===== src/rtl/alu_sweep_controller.sv =====
// ---------------------------------------------------------------------------
// alu_sweep_controller
//
// Sequencer that sits in front of boolean_alu. When start is seen in IDLE it
// latches one operand pair, presents it to the ALU and walks the select code
// through every ALU operation. Each select code is held for HOLD cycles so the
// ALU output can settle. The result is then captured and offered downstream
// on a valid/ready port. A rotate-XOR signature over every accepted result is
// kept so the whole sweep can be verified against a single golden value.
//
// Ports
//   clk, rst_n            rising-edge clock, asynchronous active-low reset
//   start                 begin a sweep (only looked at while idle)
//   op_a, op_b            operand pair, latched when start is accepted
//   alu_in1, alu_in2      registered operands driven to the ALU
//   alu_select            registered select code driven to the ALU
//   alu_out               ALU result coming back
//   res_valid, res_ready  downstream handshake
//   res_data, res_sel     captured ALU result and the select that produced it
//   busy                  high whenever a sweep is in progress
//   done                  one-cycle pulse once the last result is accepted
//   signature             running rotate-XOR signature of accepted results
// ---------------------------------------------------------------------------
module alu_sweep_controller #(
  parameter int DATA_W = 4,
  parameter int RES_W  = DATA_W + 1,
  parameter int SEL_W  = 3,
  parameter int HOLD   = 2
) (
  input  logic              clk,
  input  logic              rst_n,
  input  logic              start,
  input  logic [DATA_W-1:0] op_a,
  input  logic [DATA_W-1:0] op_b,
  output logic [DATA_W-1:0] alu_in1,
  output logic [DATA_W-1:0] alu_in2,
  output logic [SEL_W-1:0]  alu_select,
  input  logic [RES_W-1:0]  alu_out,
  output logic              res_valid,
  input  logic              res_ready,
  output logic [RES_W-1:0]  res_data,
  output logic [SEL_W-1:0]  res_sel,
  output logic              busy,
  output logic              done,
  output logic [RES_W-1:0]  signature
);

  localparam int NUM_OPS = 2 ** SEL_W;
  localparam int CNT_W   = $clog2(HOLD + 1);

  localparam logic [SEL_W-1:0] LAST_SEL  = SEL_W'(NUM_OPS - 1);
  localparam logic [CNT_W-1:0] HOLD_LAST = CNT_W'(HOLD - 1);

  typedef enum logic [1:0] {
    S_IDLE,
    S_DRIVE,
    S_OUT,
    S_DONE
  } state_e;

  state_e            state_q, state_d;
  logic [DATA_W-1:0] alu_in1_q, alu_in1_d;
  logic [DATA_W-1:0] alu_in2_q, alu_in2_d;
  logic [SEL_W-1:0]  alu_select_q, alu_select_d;
  logic [CNT_W-1:0]  hold_cnt_q, hold_cnt_d;
  logic [RES_W-1:0]  res_data_q, res_data_d;
  logic [SEL_W-1:0]  res_sel_q, res_sel_d;
  logic [RES_W-1:0]  signature_q, signature_d;

  // State and datapath registers. Everything clears on reset so the outputs
  // read zero as soon as rst_n falls, without waiting for a clock edge.
  always_ff @(posedge clk or negedge rst_n) begin
    if (!rst_n) begin
      state_q      <= S_IDLE;
      alu_in1_q    <= '0;
      alu_in2_q    <= '0;
      alu_select_q <= '0;
      hold_cnt_q   <= '0;
      res_data_q   <= '0;
      res_sel_q    <= '0;
      signature_q  <= '0;
    end else begin
      state_q      <= state_d;
      alu_in1_q    <= alu_in1_d;
      alu_in2_q    <= alu_in2_d;
      alu_select_q <= alu_select_d;
      hold_cnt_q   <= hold_cnt_d;
      res_data_q   <= res_data_d;
      res_sel_q    <= res_sel_d;
      signature_q  <= signature_d;
    end
  end

  // Next-state and datapath update. Registers hold by default, which keeps
  // the operands, select and captured result stable while downstream stalls
  // and keeps the operands and signature visible in IDLE after a sweep.
  always_comb begin
    state_d      = state_q;
    alu_in1_d    = alu_in1_q;
    alu_in2_d    = alu_in2_q;
    alu_select_d = alu_select_q;
    hold_cnt_d   = hold_cnt_q;
    res_data_d   = res_data_q;
    res_sel_d    = res_sel_q;
    signature_d  = signature_q;

    case (state_q)
      S_IDLE: begin
        if (start) begin
          alu_in1_d    = op_a;
          alu_in2_d    = op_b;
          alu_select_d = '0;
          hold_cnt_d   = '0;
          signature_d  = '0;
          state_d      = S_DRIVE;
        end
      end

      S_DRIVE: begin
        hold_cnt_d = hold_cnt_q + CNT_W'(1);
        // Sample only on the last cycle of the settle window so transient
        // ALU output right after a select change is never captured.
        if (hold_cnt_q == HOLD_LAST) begin
          res_data_d = alu_out;
          res_sel_d  = alu_select_q;
          state_d    = S_OUT;
        end
      end

      S_OUT: begin
        // res_ready only matters here; elsewhere res_valid is low.
        if (res_ready) begin
          signature_d = {signature_q[RES_W-2:0], signature_q[RES_W-1]} ^ res_data_q;
          if (alu_select_q == LAST_SEL) begin
            state_d = S_DONE;
          end else begin
            alu_select_d = alu_select_q + SEL_W'(1);
            hold_cnt_d   = '0;
            state_d      = S_DRIVE;
          end
        end
      end

      S_DONE: begin
        state_d = S_IDLE;
      end

      default: begin
        state_d = S_IDLE;
      end
    endcase
  end

  // Moore status outputs decoded from the current state.
  always_comb begin
    res_valid = 1'b0;
    busy      = 1'b1;
    done      = 1'b0;
    case (state_q)
      S_IDLE:  busy      = 1'b0;
      S_DRIVE: res_valid = 1'b0;
      S_OUT:   res_valid = 1'b1;
      S_DONE:  done      = 1'b1;
      default: busy      = 1'b0;
    endcase
  end

  assign alu_in1    = alu_in1_q;
  assign alu_in2    = alu_in2_q;
  assign alu_select = alu_select_q;
  assign res_data   = res_data_q;
  assign res_sel    = res_sel_q;
  assign signature  = signature_q;

endmodule


===== config.mk =====
export PLATFORM = sky130hd
export DESIGN_NAME = alu_sweep_controller
export DESIGN_NICKNAME = d
export VERILOG_FILES = /design/src/rtl/alu_sweep_controller.sv
export SDC_FILE = /design/constraint.sdc
export NUM_CORES = 1
export LEC_CHECK = 0
export BUFFER_PORTS_ARGS = -buffer_cell sky130_fd_sc_hd__buf_2
export CAP_MARGIN = 0
export CORE_ASPECT_RATIO = 0.5
export CORE_UTILIZATION = 48
export CTS_CLUSTER_DIAMETER = 50
export CTS_CLUSTER_SIZE = 24
export DETAILED_ROUTE_END_ITERATION = 8
export GPL_ROUTABILITY_DRIVEN = 1
export PLACE_DENSITY = 0.75
export SLEW_MARGIN = 20
export SYNTH_ARGS = -nofsm -noshare
export SYNTH_HDL_FRONTEND = slang
export SYNTH_SLANG_ARGS = --single-unit

===== constraint.sdc =====
create_clock -name clk -period 1.67 [get_ports clk]
set_input_delay 0.334 -clock clk [delete_from_list [all_inputs] [get_ports clk]]
set_output_delay 0.334 -clock clk [all_outputs]
set_load 0.01 [all_outputs]

==> flow_metrics.env, run 1 <==
export IMPL_status="complete, no violations"
export IMPL_vdd_ir_drop_max_uv=1050
export IMPL_die_w_um=74.9
export IMPL_synth_top_area_share_pct=54.9
export IMPL_busiest_layer="met2"
export IMPL_initial_utilization_pct=54.1
export IMPL_leakage_uw=0.000793
export IMPL_grt_overflow=0
export IMPL_fin_cells=179
export IMPL_worst_pin_slew_ns=0.598
export IMPL_syn_instance_count=98
export IMPL_ys_top_cells_by_area="dfrtp_1 55%, mux2_2 14%, xnor2_1 4.1%"
export IMPL_fp_coreArea_sq_mm=0.00236
export IMPL_hold_buffers=0
export IMPL_max_cap_viol_count=0
export IMPL_postRouteWirelength_mm=2.22
export IMPL_insertion_delay_ns=0.27
export IMPL_syn2layout_area_growth_pct=23.8
export IMPL_routedWlPerCell_um=12.4
export IMPL_drt_iter0_drc=41
export IMPL_insertedDiodeCount=0
export IMPL_endpoint_kind="flop"
export IMPL_cts_sinks=28
export IMPL_clk_pin_slew_ns=0.08
export IMPL_start_kind="flop"
export IMPL_hold_ws_ns=0.0674
export IMPL_grt_start_max_net_pins=29
export IMPL_cts_made_buffers=3
export IMPL_ioPinCount=44
export IMPL_layout_common_cells="43 x buf_2, 28 x dfrtp_1, 16 x mux2_2, 10 x o21ai_0, 6 x xnor2_1"
export IMPL_cts_resized_gates=0
export IMPL_tns_ns=0
export IMPL_rsz0062_at_grt="no"
export IMPL_grt_use_met1_pct=20.8
export IMPL_setup_violations_final=0
export IMPL_slew_viol_final=0
export IMPL_power_density_mw_per_mm2=1800
export IMPL_synth_edf_count=0
export IMPL_cts_buffer_depth=2
export IMPL_htreeDepth=1
export IMPL_hold_path_class="input pin to async pin"
export IMPL_use_met2_pct=31.1
export IMPL_dp_cells=176
export IMPL_finalClockSkew_ns=0.00585
export IMPL_grt_util_all_layers_pct=17.0
export IMPL_nets=166
export IMPL_globalRouteMet3Util_pct=6.32
export IMPL_yosysTopAreaCell="dfrtp_1"
export IMPL_worstPathArrival_ns=1.75
export IMPL_die_h_um=38.5
export IMPL_dieArea_sq_mm=0.00288
export IMPL_max_freq_mhz=628
export IMPL_antenna_left=0
export IMPL_crit_required_ns=1.83
export IMPL_root_buffer="clkbuf_8"
export IMPL_place_hpwl_mm=1.66
export IMPL_grt_pass1_wl_mm=3.46
export IMPL_firstDrtPassIters=4
export IMPL_yosys_warnings=0
export IMPL_path_class="flop to flop"
export IMPL_postSynthAreaPerCell_sq_um=13.0
export IMPL_finalHoldViolations=0
export IMPL_numPortBuffers=43
export IMPL_synth_seq_cells=28
export IMPL_fillers=179
export IMPL_drive_gt1_share_pct=50.0
export IMPL_antenna_found_initial=0
export IMPL_ys_flop_type="dfrtp_1"
export IMPL_avgViaCountPerCell=5.06
export IMPL_relSlewSlack_pct=60.1
export IMPL_syn_num_nets=118
export IMPL_synth_cell_area_sq_mm=0.00128
export IMPL_cts_tree="built"
export IMPL_post_cts_buffers=0
export IMPL_min_period_over_period_pct=95.4
export IMPL_final_common_cell="buf_2"
export IMPL_synth_cell_types=25
export IMPL_place_congestion=0.740
export IMPL_ys_seq_area_share_pct=54.9
export IMPL_period_minus_slack_ns=1.59
export IMPL_vias=905
export IMPL_drc_errors=0
export IMPL_grt_pass1_vias=820
export IMPL_rows=12
export IMPL_synthArstFlopShare_pct=100
export IMPL_path_max_fanout=5
## per-layer routing
layer | wire [um] | vias to the layer above | share of wire, %
li1 | - | 443 | -
met1 | 1080 | 424 | 49
met2 | 990 | 38 | 45
met3 | 152 | 0 | 6.8
met4 | 0 | 0 | 0
met5 | 0 | - | 0
## report_power, final
part	total [uW]	switching, uW	internal [uW]	leakage [uW]
Clock	342	180	161	0.0000216
Combinational	1290	616	673	0.000418
Sequential	1210	229	978	0.000353
## cell usage after synthesis, drive strengths merged (2+ instances only)
| cell | n |
|---|---|
| ha | 3 |
| mux2 | 16 |
| mux2i | 2 |
| buf | 3 |
| a22o | 2 |
| nand2 | 5 |
| xnor2 | 6 |
| dfrtp | 28 |
| inv | 5 |
| a22oi | 2 |
| o21ai | 10 |
| o41ai | 5 |
## per-stage QoR
stage	cell area (sq um)	util (%)	power, uW	setup slack [ns]
floorplan	1280	-	2070	0.173
global placement	1530	65.1	2480	0.169
global route	1580	67.0	3050	0.00262
detailed placement	1530	65.1	2520	0.108
CTS	1580	66.8	2860	0.105
finish	1580	67.0	2840	0.0764
## path summary, 6_finish.rpt
| path | startpoint | end | slack (ns) | cells past startpoint |
|---|---|---|---|---|
| max in group asynchronous | rst_n | alu_in2[1]$_DFFE_PN0P_ | 1.21 | 1 |
| min in group clk | alu_out[1] | res_data[1]$_DFFE_PN0P_ | 0.29 | 2 |
| worst max-delay path | alu_select[0]$_DFFE_PN0P_ | hold_cnt_q[1]$_DFFE_PN0P_ | 0.08 | 5 |
| worst min register to register | res_sel[0]$_DFFE_PN0P_ | res_sel[0]$_DFFE_PN0P_ | 0.51 | 1 |
| worst max register to register | alu_select[0]$_DFFE_PN0P_ | hold_cnt_q[1]$_DFFE_PN0P_ | 0.08 | 5 |
| worst min-delay path | rst_n | res_data[2]$_DFFE_PN0P_ | 0.07 | 1 |
## state kept, by name, indices dropped and copies added, names as in the netlist
signal      count
res_data        5
alu_select      3
state_q         2
alu_in1         4
signature       5
res_sel         3
hold_cnt_q      2
alu_in2         4
## final cells by class
type / instances / area, sq um / area share [%]
sequential: 28 / 701 / 44.3
tap: 35 / 43.8 / 2.77
clock buffer: 3 / 41.3 / 2.61
multi-input combinational: 61 / 531 / 33.6
inverter: 5 / 18.8 / 1.19
timing repair buffer: 47 / 245 / 15.5
## worst max-delay path, cell delays in order, from the launching register on
cell,delay [ns]
dfrtp_1,0.44
ha_1,0.22
ha_1,0.20
nand2b_1,0.22
o2bb2ai_1,0.17
a22o_1,0.23
## kinds of logic (layout without fill, tap and decap cells)
group	count (synthesis)	in the layout	synth area share, %
buffers and inverters	9	55	3.92
adders and majority gates	3	3	2.94
muxes	18	18	15.7
xor gates and xnor gates	6	6	4.12
DFF	28	28	54.9
and+or+nand+nor	12	12	6.77
AOI/OAI and AO/OA	22	22	11.7
Power figures use the tool's default switching activity.
==> inputs of run 2 (changes only) <==
==> constraint.sdc (replaced) <==
create_clock -name clk -period 1.67 [get_ports clk]
set_input_delay 0.167 -clock clk [delete_from_list [all_inputs] [get_ports clk]]
set_output_delay 0.167 -clock clk [all_outputs]
set_load 0.01 [all_outputs]
==> flow_metrics.env, run 2 (synthesis results as in run 1) <==
export IMPL_grt_pass1_vias=802
export IMPL_htreeDepth=1
export IMPL_grt_util_all_layers_pct=17.2
export IMPL_hold_path_class="input pin to flop"
export IMPL_cts_sinks=28
export IMPL_slew_viol_final=0
export IMPL_r2r_end="hold_cnt_q[1]$_DFFE_PN0P_"
export IMPL_path_delay_family="flip-flops"
export IMPL_cts_made_buffers=3
export IMPL_worst_pin_slew_ns=0.595
export IMPL_finalHoldViolations=0
export IMPL_max_freq_mhz=643
export IMPL_clock_power_share_pct=12.0
export IMPL_internal_power_uw=1810
export IMPL_drc_errors=0
export IMPL_routedWlPerCell_um=11.7
export IMPL_postRouteWirelength_mm=2.11
export IMPL_relSlewSlack_pct=60.4
export IMPL_clk_pin_slew_ns=0.08
export IMPL_post_cts_buffers=0
export IMPL_reg2regPathDepth=5
export IMPL_combPwrFrac_pct=45.9
export IMPL_leakage_uw=0.000794
export IMPL_numPortBuffers=43
export IMPL_die_h_um=38.5
export IMPL_initial_utilization_pct=54.1
export IMPL_drt_iter0_drc=10
export IMPL_path_cells="ha_1 > ha_1 > nand2b_1 > o2bb2ai_1 > a22o_1"
export IMPL_vias=895
export IMPL_start_kind="flop"
export IMPL_finalClockSkew_ns=0.00802
export IMPL_cp_slowest_cell="dfrtp_1"
export IMPL_critPathBufInv=0
export IMPL_switching_share_pct=35.8
export IMPL_insertedDiodeCount=0
export IMPL_root_buffer="clkbuf_8"
export IMPL_path_max_fanout=5
export IMPL_grt_start_max_net_pins=29
export IMPL_cts_tree="built"
export IMPL_avgViaCountPerCell=4.97
export IMPL_tns_ns=0
export IMPL_endpoint_kind="flop"
export IMPL_syn2layout_area_growth_pct=24.2
export IMPL_hold_depth=2
export IMPL_rrSetupSlack_ns=0.12
export IMPL_place_hpwl_mm=1.66
export IMPL_grt_pass1_wl_mm=3.52
export IMPL_period_minus_slack_ns=1.55
export IMPL_cts_resized_gates=0
export IMPL_crit_required_ns=1.82
export IMPL_firstDrtPassIters=4
export IMPL_worstPathArrival_ns=1.71
export IMPL_crit_cells=5
export IMPL_rsz0062_at_grt="no"
export IMPL_reg2reg_from="alu_select[0]$_DFFE_PN0P_"
export IMPL_rows=12
export IMPL_p_sw_uw=1010
export IMPL_grt_overflow=0
export IMPL_slowest_delay_ns=0.43
export IMPL_path_class="flop to flop"
export IMPL_layout_common_cells="43 x buf_2, 28 x dfrtp_1, 16 x mux2_2, 10 x o21ai_0, 6 x xnor2_1"
export IMPL_endpoint="hold_cnt_q[1]$_DFFE_PN0P_"
export IMPL_die_w_um=74.9
export IMPL_antenna_found_initial=0
export IMPL_max_cap_viol_count=0
export IMPL_cp_common_cell="ha_1"
export IMPL_ioPinCount=44
export IMPL_p_seq_share_pct=42.1
export IMPL_min_period_over_period_pct=93.1
export IMPL_insertion_delay_ns=0.27
export IMPL_power_density_mw_per_mm2=1780
export IMPL_dieArea_sq_mm=0.00288
export IMPL_cp_startpoint="alu_select[0]$_DFFE_PN0P_"
export IMPL_cts_buffer_depth=2
export IMPL_place_congestion=0.740
export IMPL_vdd_ir_drop_max_uv=1000
export IMPL_p_total_uw=2820
export IMPL_fp_coreArea_sq_mm=0.00236
export IMPL_setup_violations_final=0
export IMPL_final_common_cell="buf_2"
export IMPL_antenna_left=0
export IMPL_status="complete, no violations"
export IMPL_nets=167
export IMPL_drive_gt1_share_pct=49.0
run 2: worst min-delay path by stage:
| stage | startpoint | endpoint | slack [ns] |
|---|---|---|---|
| 6_report | alu_out[1] | res_data[1]$_DFFE_PN0P_ | 0.12 |
| 5_1_grt | alu_out[1] | res_data[1]$_DFFE_PN0P_ | 0.11 |
| 4_1_cts | alu_out[0] | res_data[0]$_DFFE_PN0P_ | 0.12 |
| 3_5_place_dp | rst_n | alu_in1[3]$_DFFE_PN0P_ | 0.21 |
| 3_3_place_gp | rst_n | alu_in1[3]$_DFFE_PN0P_ | 0.20 |
| 2_1_floorplan | rst_n | alu_in1[0]$_DFFE_PN0P_ | -0.13 |
run 2: worst reg2reg max path, stage by stage (launching register included):
cell	delay, ns
dfrtp_1	0.43
ha_1	0.22
ha_1	0.19
nand2b_1	0.21
o2bb2ai_1	0.17
a22o_1	0.23
run 2: per-stage QoR:
step | std cells | cell area (sq um) | worst slack [ns] | hold slack (ns) | util [%]
finish | 180 | 1590 | 0.115 | 0.123 | 67.3
global route | 180 | 1590 | 0.00192 | 0.112 | 67.3
CTS | 180 | 1590 | 0.106 | 0.121 | 67.3
detailed placement | 176 | 1530 | 0.119 | 0.207 | 65.1
global placement | 176 | 1530 | 0.171 | 0.203 | 65.1
floorplan | 98 | 1280 | 0.173 | -0.129 | -
run 2: what timing repair did:
action,CTS,global route
endpoints found under the setup margin,0,0
hold buffers,1,0
endpoints found under the hold margin,28,0
run 2: layout make-up:
class	count	area, sq um
sequential	28	701
timing repair buffer	48	255
clock buffer	3	41.3
tap	35	43.8
inverter	5	18.8
fill	192	772
multi-input combinational	61	526
run 2: metal layers:
metal  vias to the layer above  track usage (%)  wire [um]
met5                         -                0          0
met4                         0             1.42          0
met3                         0             7.11        159
met2                        35             29.5        927
met1                       412             21.5       1030
li1                        448                -          -
run 2: power groups by stage:
stage / Sequential, uW / Clock, uW / Combinational [uW]
after floorplan: 1310 / 0 / 756
after global placement: 1190 / 0 / 1290
after detailed placement: 1200 / 0 / 1320
after CTS: 1190 / 352 / 1310
after global routing: 1230 / 379 / 1450
final: 1190 / 339 / 1300
